==> src/rtl/alu_op_sequencer_if.sv <==
// Bundle between the operation requester and the ALU operation sequencer.
//
// Handshake: a request is start=1 with op/opa/opb valid in the same cycle.
// The sequencer takes it on the next rising edge only while busy=0. While
// busy=1 every request field is ignored. A one-hot op raises busy from the
// following cycle. A non-one-hot op pulses err for one cycle instead. Each
// accepted op ends with exactly one done pulse, in the cycle right after busy
// drops.
interface alu_op_sequencer_if;
    logic        start;
    logic [11:0] op;
    logic [31:0] opa;
    logic [31:0] opb;
    logic [31:0] alu_a;
    logic [31:0] alu_b;
    logic [11:0] alu_ctrl;
    logic [31:0] zlow_in;
    logic [31:0] zhigh_in;
    logic [31:0] zlow;
    logic [31:0] zhigh;
    logic [31:0] hi;
    logic [31:0] lo;
    logic        busy;
    logic        done;
    logic        err;
    logic        dbg_state;   // 0 = IDLE, 1 = SETTLE

    modport master (
        output start, op, opa, opb, zlow_in, zhigh_in,
        input  alu_a, alu_b, alu_ctrl, zlow, zhigh, hi, lo,
        input  busy, done, err, dbg_state
    );

    modport slave (
        input  start, op, opa, opb, zlow_in, zhigh_in,
        output alu_a, alu_b, alu_ctrl, zlow, zhigh, hi, lo,
        output busy, done, err, dbg_state
    );
endinterface

==> src/rtl/alu_op_sequencer.sv <==
// Sequences one ALU operation at a time. It latches the operands and the
// one-hot control. It then waits a per-op number of settle cycles and captures
// the combinational ALU result into Z. MUL and DIV also write the result into
// HI/LO.
module alu_op_sequencer #(
    parameter int MULDIV_CYCLES = 4,
    parameter int BASIC_CYCLES  = 1
) (
    input logic               clock,
    input logic               clear,
    alu_op_sequencer_if.slave bus
);

    typedef enum logic {
        IDLE   = 1'b0,
        SETTLE = 1'b1
    } state_t;

    // A settle count of zero makes no sense, so it behaves as one cycle.
    localparam int MD_N  = (MULDIV_CYCLES < 1) ? 1 : MULDIV_CYCLES;
    localparam int BA_N  = (BASIC_CYCLES  < 1) ? 1 : BASIC_CYCLES;
    localparam int MAX_N = (MD_N > BA_N) ? MD_N : BA_N;
    // The counter only ever holds N-1.
    localparam int CNT_W = (MAX_N < 2) ? 1 : $clog2(MAX_N);

    localparam logic [CNT_W-1:0] MD_LOAD = CNT_W'(MD_N - 1);
    localparam logic [CNT_W-1:0] BA_LOAD = CNT_W'(BA_N - 1);
    localparam logic [CNT_W-1:0] CNT_ONE = CNT_W'(1);

    state_t           state;
    state_t           state_nx;
    logic [CNT_W-1:0] count;
    logic             op_onehot;
    logic             op_muldiv;
    logic             ctrl_muldiv;
    logic             accept;
    logic             reject;
    logic             capture;

    // Exactly one bit set: nonzero, and clearing the lowest set bit leaves nothing.
    assign op_onehot   = (bus.op != 12'd0) && ((bus.op & (bus.op - 12'd1)) == 12'd0);
    assign op_muldiv   = bus.op[2] | bus.op[3];
    assign ctrl_muldiv = bus.alu_ctrl[2] | bus.alu_ctrl[3];

    // Next-state logic plus the accept/reject/capture strobes for the datapath.
    always_comb begin
        state_nx = state;
        accept   = 1'b0;
        reject   = 1'b0;
        capture  = 1'b0;
        case (state)
            IDLE: begin
                if (bus.start) begin
                    if (op_onehot) begin
                        accept   = 1'b1;
                        state_nx = SETTLE;
                    end else begin
                        reject   = 1'b1;
                    end
                end
            end
            SETTLE: begin
                if (count == '0) begin
                    capture  = 1'b1;
                    state_nx = IDLE;
                end
            end
            default: state_nx = IDLE;
        endcase
    end

    // State register.
    always_ff @(posedge clock or posedge clear) begin
        if (clear) state <= IDLE;
        else       state <= state_nx;
    end

    // Settle counter: loaded with N-1 on accept, counts down to zero in SETTLE.
    always_ff @(posedge clock or posedge clear) begin
        if (clear) begin
            count <= '0;
        end else if (accept) begin
            count <= op_muldiv ? MD_LOAD : BA_LOAD;
        end else if ((state == SETTLE) && (count != '0)) begin
            count <= count - CNT_ONE;
        end
    end

    // Operand and control registers change only when an op is accepted.
    always_ff @(posedge clock or posedge clear) begin
        if (clear) begin
            bus.alu_a    <= '0;
            bus.alu_b    <= '0;
            bus.alu_ctrl <= '0;
        end else if (accept) begin
            bus.alu_a    <= bus.opa;
            bus.alu_b    <= bus.opb;
            bus.alu_ctrl <= bus.op;
        end
    end

    // Z capture on the last settle edge. HI/LO are written only by MUL and DIV.
    always_ff @(posedge clock or posedge clear) begin
        if (clear) begin
            bus.zlow  <= '0;
            bus.zhigh <= '0;
            bus.hi    <= '0;
            bus.lo    <= '0;
        end else if (capture) begin
            bus.zlow  <= bus.zlow_in;
            bus.zhigh <= bus.zhigh_in;
            if (ctrl_muldiv) begin
                bus.lo <= bus.zlow_in;
                bus.hi <= bus.zhigh_in;
            end
        end
    end

    // One-cycle status pulses. Capture and reject come from different states,
    // so the two pulses can never overlap.
    always_ff @(posedge clock or posedge clear) begin
        if (clear) begin
            bus.done <= 1'b0;
            bus.err  <= 1'b0;
        end else begin
            bus.done <= capture;
            bus.err  <= reject;
        end
    end

    assign bus.busy      = (state == SETTLE);
    assign bus.dbg_state = state;

endmodule

==> src/flat_wrapper.sv <==
// flat-port wrapper written by rule: the top's interface ports become plain ports
module alu_op_sequencer_flat 
#(
    parameter int MULDIV_CYCLES = 4,
    parameter int BASIC_CYCLES  = 1
)
  (clock, clear, bus_start, bus_op, bus_opa, bus_opb, bus_zlow_in, bus_zhigh_in, bus_alu_a, bus_alu_b, bus_alu_ctrl, bus_zlow, bus_zhigh, bus_hi, bus_lo, bus_busy, bus_done, bus_err, bus_dbg_state);
  alu_op_sequencer_if bus_i ();
  input logic clock;
  input logic clear;
  input wire logic [$bits(bus_i.start)-1:0] bus_start;
  input wire logic [$bits(bus_i.op)-1:0] bus_op;
  input wire logic [$bits(bus_i.opa)-1:0] bus_opa;
  input wire logic [$bits(bus_i.opb)-1:0] bus_opb;
  input wire logic [$bits(bus_i.zlow_in)-1:0] bus_zlow_in;
  input wire logic [$bits(bus_i.zhigh_in)-1:0] bus_zhigh_in;
  output wire logic [$bits(bus_i.alu_a)-1:0] bus_alu_a;
  output wire logic [$bits(bus_i.alu_b)-1:0] bus_alu_b;
  output wire logic [$bits(bus_i.alu_ctrl)-1:0] bus_alu_ctrl;
  output wire logic [$bits(bus_i.zlow)-1:0] bus_zlow;
  output wire logic [$bits(bus_i.zhigh)-1:0] bus_zhigh;
  output wire logic [$bits(bus_i.hi)-1:0] bus_hi;
  output wire logic [$bits(bus_i.lo)-1:0] bus_lo;
  output wire logic [$bits(bus_i.busy)-1:0] bus_busy;
  output wire logic [$bits(bus_i.done)-1:0] bus_done;
  output wire logic [$bits(bus_i.err)-1:0] bus_err;
  output wire logic [$bits(bus_i.dbg_state)-1:0] bus_dbg_state;
  assign bus_i.start = bus_start;
  assign bus_i.op = bus_op;
  assign bus_i.opa = bus_opa;
  assign bus_i.opb = bus_opb;
  assign bus_i.zlow_in = bus_zlow_in;
  assign bus_i.zhigh_in = bus_zhigh_in;
  assign bus_alu_a = bus_i.alu_a;
  assign bus_alu_b = bus_i.alu_b;
  assign bus_alu_ctrl = bus_i.alu_ctrl;
  assign bus_zlow = bus_i.zlow;
  assign bus_zhigh = bus_i.zhigh;
  assign bus_hi = bus_i.hi;
  assign bus_lo = bus_i.lo;
  assign bus_busy = bus_i.busy;
  assign bus_done = bus_i.done;
  assign bus_err = bus_i.err;
  assign bus_dbg_state = bus_i.dbg_state;
  alu_op_sequencer #(.MULDIV_CYCLES(MULDIV_CYCLES), .BASIC_CYCLES(BASIC_CYCLES)) u_core (.clock(clock), .clear(clear), .bus(bus_i));
endmodule
==> config.mk <==
export PLATFORM = sky130hd
export DESIGN_NAME = alu_op_sequencer_flat
export DESIGN_NICKNAME = d
export VERILOG_FILES = /design/src/rtl/alu_op_sequencer_if.sv /design/src/rtl/alu_op_sequencer.sv /design/src/flat_wrapper.sv
export SDC_FILE = /design/constraint.sdc
export NUM_CORES = 1
export LEC_CHECK = 0
export ABC_AREA = 1
export CELL_PAD_IN_SITES_DETAIL_PLACEMENT = 0
export CELL_PAD_IN_SITES_GLOBAL_PLACEMENT = 1
export CORE_AREA = 3 3 167 169
export CTS_CLUSTER_SIZE = 8
export DETAILED_ROUTE_END_ITERATION = 12
export DIE_AREA = 0 0 170 172
export GPL_TIMING_DRIVEN = 0
export PLACE_DENSITY = 0.89
export SYNTH_ARGS = -nofsm -noshare
export SYNTH_HDL_FRONTEND = slang
export SYNTH_SLANG_ARGS = --single-unit
==> constraint.sdc <==
create_clock -name clock -period 8.4 [get_ports clock]
set_input_delay 1.68 -clock clock [delete_from_list [all_inputs] [get_ports clock]]
set_output_delay 1.68 -clock clock [all_outputs]
set_load 0.01 [all_outputs]
==> results.rst <==
.. list-table::
   :header-rows: 1

   * - Metric
     - Value
   * - Post-placement setup slack
     - ~4.8 ns
   * - Buffers and inverters on the worst path
     - 2
   * - Buffers inserted by post-CTS timing repair
     - 0
   * - Std-Cell Rows
     - 60
   * - Synthesis-to-finish area growth
     - 56.16%
   * - Cell at the slowest stage of the critical path
     - sky130_fd_sc_hd__clkdlybuf4s50_1
   * - Placement Cell Area
     - 12430 µm²
   * - Final worst path period need
     - 3.400 ns
   * - CTS root buf
     - sky130_fd_sc_hd__clkbuf_16
   * - Critical path capture point type
     - primary output
   * - FF-to-FF setup slack
     - 5.99 ns
   * - Post-synth EDFFs
     - 0
   * - Total Negative Setup Slacks
     - 0 ns
   * - Synth top area share
     - around 60%
   * - Maximum clock frequency
     - 294.1 MHz
   * - Portion of the clock cycle consumed by the worst path in the final layout
     - between 40% and 50%
   * - CP top delay family
     - buffers and inverters
   * - Maximum buffer depth of the clock tree
     - 3
   * - Total congestion overflow after global routing
     - 0
   * - Final count of pins violating max slew
     - 0
   * - Global router's overall resource usage
     - approximately 17%
   * - Fraction of layout cells with a size suffix above 1
     - 11.16%
   * - Routed length per placed instance
     - around 17 µm
   * - Overall die area
     - 29240 µm²
   * - Number of remaining DRC errors
     - 0
   * - Final Routed Wirelength
     - 26.38 mm
   * - Maximum number of pins on one net before global-route repair
     - 110
   * - Crit path kind
     - flip-flop to primary output
   * - IO buf count
     - 350
   * - Launch point of the worst reg-to-reg path
     - u_core.count[1]$_DFFE_PP0P_
   * - Hold Crit Class
     - flip-flop to flip-flop
   * - Worst Path Arrival
     - about 1.7 ns
   * - DRC marker count from the first detailed-route iteration
     - 360
   * - Number of sinks driven by the clock tree
     - 209
   * - Clock tree from TritonCTS
     - yes
   * - Count of antenna-violating nets left after detailed routing
     - 0
   * - Cell-by-cell trace of the critical path
     - buf_4, clkdlybuf4s50_1
   * - Result of the run
     - finished clean
   * - Worst setup SP type
     - flip-flop
   * - Most area-hungry cell type in the Yosys netlist
     - sky130_fd_sc_hd__dfrtp_1
   * - Count of different cell masters after synthesis
     - 23
   * - # resized after CTS
     - 0
   * - Unrepaired setup endpoints after global routing
     - no
   * - Dominant register cell in the synthesized netlist
     - sky130_fd_sc_hd__dfrtp_1
   * - Seq/Total Area, Yosys
     - between 60% and 70%
   * - Worst relative slew slack
     - 51.57%
   * - Worst Min Path Start
     - u_core.bus.alu_a[31]$_DFFE_PP0P_
   * - Syn Inst Count
     - 870
   * - Routed vias/inst
     - 4.528
   * - Worst hold path cell count
     - 2
   * - Net count after synthesis
     - 1014
   * - Final design instance area without fill
     - 13220 µm²
   * - Initial cell density of the core
     - a little under a third
   * - Leakage power summed over all cells
     - 6.424 nW
   * - Most common cell in the synthesized netlist
     - sky130_fd_sc_hd__nand2_1
   * - Post-DP HPWL
     - 19.35 mm
   * - Peak fanout along the critical path
     - 7
   * - Final setup skew
     - around 0.013 ns
   * - Number of buffers added to fix hold violations after cts
     - 0
   * - Worst Reg-to-Reg Cells
     - 8
   * - Total number of yosys warnings
     - 0
   * - Final weighted congestion of routability-driven global placement
     - 0.8348
   * - H-tree lvl count
     - 1
   * - Max capacitance violation total
     - 0
   * - Reg-to-Reg End
     - u_core.bus.hi[31]$_DFFE_PP0P_
   * - Die X
     - 170 µm
   * - Clock-pin transition on the worst setup and hold timing paths
     - 0.05 ns
   * - Slew at the pin with the worst max-slew slack
     - 0.7264 ns
   * - Number of top-level pins
     - 351
   * - Core region area
     - 26730 µm²
   * - Mapped cell area
     - roughly 8500 µm²
   * - Synth top area cells
     - sky130_fd_sc_hd__dfrtp_1 (62%), sky130_fd_sc_hd__nand2_1 (10%), sky130_fd_sc_hd__o21ai_2 (7.9%)
   * - Setup violations, final
     - 0
   * - Async set-reset flop share out of synthesis
     - between 90% and 100%
   * - Critical path data required time
     - 6.72 ns
   * - Destination of the worst hold path
     - u_core.bus.alu_a[31]$_DFFE_PP0P_
   * - Vert. Die Dim
     - 172 µm
   * - Source-to-sink clock delay at the later pin of the worst-skew pair
     - around 0.54 ns
   * - Final critical-path setup slack
     - 5.000 ns
   * - Via count of the first global-routing pass
     - 7539
   * - Initial antenna violation count
     - 1
   * - Pre-Repair DR Iteration Count
     - 5
   * - Highest cell delay on the worst timing path
     - 0.52 ns
   * - First-pass GRT wire length
     - 40.70 mm
   * - Via count
     - 7227
   * - Utilization of the core after routing
     - 49.48%
   * - Synthesized flop and latch total
     - 209
   * - Power density over the cells
     - approximately 170 nW/µm²
   * - Post-synthesis area per instance
     - 9.733 µm²
   * - Final layout net count
     - 1397
   * - Top post-synthesis cells by count
     - sky130_fd_sc_hd__nand2_1 (226), sky130_fd_sc_hd__dfrtp_1 (209), sky130_fd_sc_hd__inv_1 (148), sky130_fd_sc_hd__o21ai_0 (129), sky130_fd_sc_hd__o21ai_2 (76)
   * - Cts bufs inserted
     - 30
   * - Peak supply drop
     - 0.0001010 V
   * - Number of hold-slack violations in the final timing report
     - 0
worst reg2reg max path, cell delays in order (launching register included):
cell,delay [ns]
sky130_fd_sc_hd__dfrtp_1,0.35
sky130_fd_sc_hd__inv_1,0.05
sky130_fd_sc_hd__ha_1,0.19
sky130_fd_sc_hd__nand2_1,0.21
sky130_fd_sc_hd__inv_1,0.09
sky130_fd_sc_hd__o21ai_0,0.19
sky130_fd_sc_hd__clkbuf_1,0.52
sky130_fd_sc_hd__clkbuf_1,0.47
sky130_fd_sc_hd__o21ai_0,0.19
report_power, final:
| group | leakage [nW] | internal [mW] | switching [mW] |
|---|---|---|---|
| combinational | 3.61 | 0.121 | 0.0941 |
| clock | 0.384 | 0.631 | 0.412 |
| sequential | 2.43 | 1.04 | 0.0142 |
area by class of cell:
class / count / area (µm²)
Timing Repair Buffer: 351 / 3531
Tap cell: 341 / 426.7
Clock buffer: 31 / 764.5
Clock inverter: 2 / 23.77
Sequential cell: 209 / 5230
Multi-Input combinational cell: 467 / 2379
Inverter: 148 / 563.0
Buffer: 46 / 304.0
Fill cell: 2486 / 13500
Antenna cell: 1 / 2.502
worst max path at each step:
stage	from	to	slack (ns)	cells after the start
floorplan	clear	u_core.bus.alu_a[0]$_DFFE_PP0P_	1.01	1
finish	u_core.bus.busy$_DFF_PP0_	bus_dbg_state	5.00	2
CTS	u_core.bus.busy$_DFF_PP0_	bus_dbg_state	4.98	2
global placement	clear	u_core.bus.hi[10]$_DFFE_PP0P_	-1.89	2
global route	u_core.bus.busy$_DFF_PP0_	bus_dbg_state	4.96	2
detailed placement	bus_op[1]	u_core.bus.alu_a[29]$_DFFE_PP0P_	4.79	13
logic make-up (layout without fill, tap and decap cells):
group	after synthesis	after routing	share of synthesized area [%]
compound gates	209	209	15.72
xor+xnor	1	1	0.1034
fa+ha+maj	1	1	0.1477
buf+inv	194	578	10.15
flops	209	209	61.76
other cells	0	1	0
simple gates	256	256	12.12
metrics by stage:
stage | hold WS (ns) | cells | power, mW
after CTS | 0.4798 | 1595 | 2.339
after global routing | 0.4948 | 1595 | 2.405
after detailed placement | 0.4669 | 1562 | 1.283
after floorplan | 0.4895 | 870 | 1.138
final | 0.4760 | 1596 | 2.308
after global placement | 0.4645 | 1561 | 1.278
flip-flops by register name, indices dropped and copies added (netlist names):
name / count
u_core.bus.alu_b: 32
u_core.bus.err: 1
u_core.bus.busy: 1
u_core.bus.done: 1
u_core.bus.alu_ctrl: 12
u_core.bus.alu_a: 32
u_core.bus.zlow: 32
u_core.count: 2
u_core.bus.hi: 32
u_core.bus.lo: 32
u_core.bus.zhigh: 32
per-layer routing:
metal	GRT usage (%)	wire length (µm)	vias to the layer above
li1	-	-	3442
met3	5.556	2425	47
met5	0	0	-
met2	30.55	13020	301
met1	20.56	10320	3437
met4	4.374	610	0
cells in the final DEF, fill, tap and decap left out, drive strengths merged:
master / count
a21oi: 1
and2: 1
buf: 22
clkbuf: 56
clkdlybuf4s50: 350
clkinv: 1
clkinvlp: 1
dfrtp: 209
diode: 1
ha: 1
inv: 148
nand2: 229
nand3: 8
nand3b: 1
nand4: 1
nor2: 15
nor3: 1
o21ai: 208
xor2: 1
Power figures use the tool's default switching activity.
